## src/rtl/vga_mem_arbiter.sv

```systemverilog
// Shares one single-port image memory between the display fetch path (fixed priority)
// and a host req/ack port. All memory controls are registered; read data is routed by owner tag.
`timescale 1ns/1ps
module vga_mem_arbiter #(
  parameter int DATA_W       = 24,
  parameter int ADDR_W       = 16,
  parameter int BLANK_ONLY   = 1,
  parameter int STARVE_LIMIT = 200
) (
  input  logic              clk_25M,
  input  logic              reset,
  input  logic              active_video,
  input  logic              disp_req,
  input  logic [ADDR_W-1:0] disp_addr,
  output logic              disp_valid,
  output logic [DATA_W-1:0] disp_data,
  input  logic              host_req,
  input  logic              host_we,
  input  logic [ADDR_W-1:0] host_addr,
  input  logic [DATA_W-1:0] host_wdata,
  output logic              host_ack,
  output logic              host_rvalid,
  output logic [DATA_W-1:0] host_rdata,
  output logic              host_starved,
  output logic              mem_en,
  output logic              mem_we,
  output logic [ADDR_W-1:0] mem_addr,
  output logic [DATA_W-1:0] mem_wdata,
  input  logic [DATA_W-1:0] mem_rdata
);

  typedef enum logic [1:0] {IDLE, DISP, HOST} state_t;

  localparam logic [7:0] LIMIT = 8'(STARVE_LIMIT);

  state_t              state_q, state_d;
  logic                mem_we_q, mem_we_d;
  logic [ADDR_W-1:0]   mem_addr_q, mem_addr_d;
  logic [DATA_W-1:0]   mem_wdata_q, mem_wdata_d;
  logic                rd_q, rd_d;
  logic                owner_q, owner_d;
  logic                disp_vld_q, host_vld_q;
  logic [DATA_W-1:0]   disp_hold_q, host_hold_q;
  logic [7:0]          wait_q, wait_d;
  logic                host_ok;

  // A held request is masked during its own ack cycle so it is never granted twice.
  assign host_ok = host_req && (state_q != HOST) &&
                   ((BLANK_ONLY == 0) || !active_video);

  always_comb begin
    state_d     = IDLE;
    mem_we_d    = 1'b0;
    mem_addr_d  = mem_addr_q;
    mem_wdata_d = mem_wdata_q;
    rd_d        = 1'b0;
    owner_d     = 1'b0;
    wait_d      = wait_q;
    if (disp_req) begin
      state_d    = DISP;
      mem_addr_d = disp_addr;
      rd_d       = 1'b1;
    end else if (host_ok) begin
      state_d     = HOST;
      mem_we_d    = host_we;
      mem_addr_d  = host_addr;
      mem_wdata_d = host_wdata;
      rd_d        = !host_we;
      owner_d     = 1'b1;
    end
    if (!host_req || state_d == HOST || state_q == HOST)
      wait_d = 8'd0;
    else if (wait_q != 8'hFF)
      wait_d = wait_q + 8'd1;
  end

  always_ff @(posedge clk_25M or posedge reset) begin
    if (reset) begin
      state_q     <= IDLE;
      mem_we_q    <= 1'b0;
      mem_addr_q  <= '0;
      mem_wdata_q <= '0;
      rd_q        <= 1'b0;
      owner_q     <= 1'b0;
      disp_vld_q  <= 1'b0;
      host_vld_q  <= 1'b0;
      disp_hold_q <= '0;
      host_hold_q <= '0;
      wait_q      <= 8'd0;
    end else begin
      state_q     <= state_d;
      mem_we_q    <= mem_we_d;
      mem_addr_q  <= mem_addr_d;
      mem_wdata_q <= mem_wdata_d;
      rd_q        <= rd_d;
      owner_q     <= owner_d;
      disp_vld_q  <= rd_q && !owner_q;
      host_vld_q  <= rd_q && owner_q;
      wait_q      <= wait_d;
      if (disp_vld_q) disp_hold_q <= mem_rdata;
      if (host_vld_q) host_hold_q <= mem_rdata;
    end
  end

  // Return data passes straight through in its valid cycle, then holds until the next one.
  assign disp_valid   = disp_vld_q;
  assign disp_data    = disp_vld_q ? mem_rdata : disp_hold_q;
  assign host_rvalid  = host_vld_q;
  assign host_rdata   = host_vld_q ? mem_rdata : host_hold_q;
  assign host_ack     = (state_q == HOST);
  assign host_starved = (wait_q > LIMIT);
  assign mem_en       = (state_q != IDLE);
  assign mem_we       = mem_we_q;
  assign mem_addr     = mem_addr_q;
  assign mem_wdata    = mem_wdata_q;

endmodule

```

## config.mk

```make
export PLATFORM = sky130hd
export DESIGN_NAME = vga_mem_arbiter
export DESIGN_NICKNAME = d
export VERILOG_FILES = /design/src/rtl/vga_mem_arbiter.sv
export SDC_FILE = /design/constraint.sdc
export NUM_CORES = 1
export LEC_CHECK = 0
export ABC_AREA = 1
export BUFFER_PORTS_ARGS = -buffer_cell sky130_fd_sc_hd__buf_4
export CAP_MARGIN = 20
export CORE_MARGIN = 4
export CORE_UTILIZATION = 52
export DETAILED_ROUTE_END_ITERATION = 16
export GPL_TIMING_DRIVEN = 0
export PLACE_DENSITY_LB_ADDON = 0.3
export SLEW_MARGIN = 20
export SYNTH_ARGS = -nofsm -noshare
export SYNTH_HDL_FRONTEND = slang
export SYNTH_SLANG_ARGS = --single-unit
```

## constraint.sdc

```tcl
create_clock -name clk_25M -period 8.6 [get_ports clk_25M]
set_input_delay 1.72 -clock clk_25M [delete_from_list [all_inputs] [get_ports clk_25M]]
set_output_delay 1.72 -clock clk_25M [all_outputs]
set_load 0.1 [all_outputs]
```

==> summary.txt <==
Run status
  – Outcome: finished clean

Drt
  – Number of DRC markers in iteration 0: approximately 120
  – Final WL: a little over 10000 µm
  – DRC viols: 0
  – DRT Pass-1 Iters: 4
  – Detail Route Antenna Nets: 0
  – Wire per inst: between 10 and 15 µm
  – Post-DR vias/cell: approximately 4.9
  – Vias after detailed routing: approximately 3500

Layout
  – Layout net count: between 600 and 700
  – Share of cells above drive strength 1: about 46%
  – Most common cell after layout, fill and taps aside: buf_4
  – Filler cells: between 600 and 700
  – Commonest non-fill, non-tap cells in the layout: buf_4, nand2_1, dfrtp_1
  – Sequential cell area: between 2000 and 3000 µm²
  – Final Non-Filler Cells: ~700
  – Multi-input logic area: 1565 µm²
  – # diodes: 0
  – Area delta synth->final: 39.56%

Synth
  – Synth Net Count: about 500
  – Syn Std Cell Area: between 4000 and 5000 µm²
  – Avg Synthesized Cell Area: between 10 and 15 µm²
  – Synth Flop Type: dfrtp_1
  – Post-synth cell types: 27
  – Yosys top cell by area: dfrtp_1
  – Cells after synthesis: roughly 420
  – Yosys top cell area share: around three fifths
  – Synthesis Warnings: 0
  – #FFs+latches synth: ~100
  – Share of flip-flops with an asynchronous set or reset: between 90% and 100%
  – Number of flops mapped to enable cells by yosys: 0
  – Top cells by area, synth: dfrtp_1, nand2_1, mux2_2
  – Seq/Total Area, Yosys: 58.99%

Place
  – Placed insts: 702
  – Port bufs: approximately 180
  – Dpl ws: 4.512 ns
  – Post-DP HPWL: just over 8000 µm
  – GP Congestion: about 0.83

STA
  – Fmax: about 240 MHz
  – Max-Slew Margin vs Limit: between 70% and 80%
  – Final Max Slew Viols: 0
  – Final number of setup-violating endpoints: 0
  – Worst slew pin tran: 0.3858 ns
  – Unrepaired setup endpoints after global routing: false
  – Share of the clock period used by the worst path: around 47%
  – Final hold slack: 0.4750 ns
  – Tmin final: between 4 and 5 ns
  – Fin Setup TNS: 0 ns
  – Final Skew: roughly 0.011 ns
  – Final Hold Vio Count: 0
  – Setup slack after layout: around 4.5 ns

Die
  – # IOs: 180
  – Die X: a little under 100 µm
  – Core area: 8134 µm²
  – Die area: 9844 µm²
  – Cell Rows: 33
  – Starting density of the core: approximately 53%
  – DIE HEIGHT: approximately 99 µm

Clocking
  – Post-CTS resize count: 0
  – Root buf cell: clkbuf_8
  – Clk sink count: around 100
  – Hold Buf Count CTS: 0
  – Clock Path Buffers: 2
  – CTS tree: yes
  – CTS buffer count: 9
  – Clock Latency Late Sink: 0.35 ns
  – Setup bufs post-CTS: 0
  – H-tree levels: 3
  – Clock slew at reported path FFs: ~0.090 ns

Worst hold path
  – Hold wc startpoint: rd_q
  – Hold crit path type: reg -> reg

Worst setup path
  – Worst EP arrival: roughly 2.4 ns
  – Bufs and invs on worst path: 2
  – Top delay family on crit path: buffers and inverters
  – Crit path max fanout: 2
  – Critical path launch point: mem_rdata[22]
  – Slowest-stage cell, CP: mux2_2
  – Cell chain of the critical path: buf_4, mux2_2, buf_4
  – Startpoint type of the worst setup path: primary input
  – Setup CP Type: in -> out
  – Crit path top cell by count: buf_4
  – Max stage delay on crit path: ~0.28 ns
  – Worst path required time: ~6.9 ns
  – Setup crit end kind: output pin
  – Worst R2R Start: wait_q[1]

Global routing
  – Pin count of the biggest net entering global routing: between 60 and 70
  – Initial antenna violation count: 0
  – Total GRT Usage: between 20% and 30%
  – Vias in the first global route: approximately 3600
  – Wire length of the first global-routing pass: about 17000 µm
  – Total gr overflow: 0

Pwr
  – Leak Pwr: between 3 and 4 nW
  – Pwr dens: around 280 nW/µm²
  – Total power: between 1.5 and 2 mW
  – Peak VDD IR: ~130 µV

Job
  – Max-Cap Viols: 0
==> worst register-to-register path, delay by kind of cell (launching register included) <==
kind / cells / cell delay [ns]
adder cells (fa/ha/maj): 1 / 0.22
flip-flops: 1 / 0.39
AND/OR/NAND/NOR: 5 / 0.54
buffers and inverters: 1 / 0.13
==> cell type report <==
cell class	instances	share of cell area [%]
Timing Repair Buffer	180	22.71
Inverter	20	1.492
Clock inverter	7	1.326
Clock buffer	9	2.051
Multi-Input combinational cell	277	25.92
Tap cell	105	2.176
Buffer	18	2.051
Sequential cell	102	42.27
==> sequential cells by signal, indices dropped and copies added, names as in the netlist <==
name,count
rd_q,1
disp_hold_q,24
owner_q,1
mem_addr,16
host_hold_q,24
wait_q,8
mem_wdata,24
mem_we,1
state_q,1
host_rvalid,1
disp_valid,1
==> final timing paths <==
path	to	slack, ns	cells after the start
setup / recovery	host_rdata[22]	4.52	3
hold / removal	host_rvalid	0.48	2
setup reg to reg	wait_q[3]	7.25	7
hold reg to reg	host_rvalid	0.48	2
max in group asynchronous	disp_hold_q[7]	6.64	3
min in group asynchronous	mem_wdata[12]	1.35	2
==> metal layers <==
| layer | track usage [%] | vias to the layer above | routed length (µm) |
|---|---|---|---|
| met5 | 0 | - | 0 |
| met4 | 9.034 | 0 | 268 |
| met3 | 5.259 | 23 | 891 |
| met2 | 35.07 | 165 | 4950 |
| met1 | 26.02 | 1630 | 4226 |
| li1 | - | 1696 | - |
==> power breakdown <==
group | internal, mW | switching, mW | leakage (nW)
sequential | 0.548 | 0.0285 | 1.25
combinational | 0.170 | 0.633 | 1.88
clock | 0.138 | 0.164 | 0.102
==> synth_stat cells, types with 3 or more instances <==
master and n:
nand3_1 23, inv_1 17, buf_2 11, nand2_2 12, mux2_2 48, nand2_1 166
buf_4 3, dfrtp_1 102, nor2_1 9, nand2_4 3
==> cell families after synthesis <==
kind of cell | after synthesis | share of synthesized area (%)
AOI/OAI and AO/OA | 6 | 1.012
xor gates and xnor gates | 2 | 0.4049
muxes | 48 | 12.49
DFF | 102 | 58.99
adders and majority gates | 2 | 0.5783
buffers and inverters | 38 | 4.829
and+or+nand+nor | 219 | 21.69
==> through the flow <==
stage	utilization, %	area [µm²]
finish	74.23	6038
global route	74.23	6038
CTS	74.23	6038
detailed placement	71.73	5834
global placement	71.33	5802
floorplan	-	4327
(Power assumes the default switching activity.)
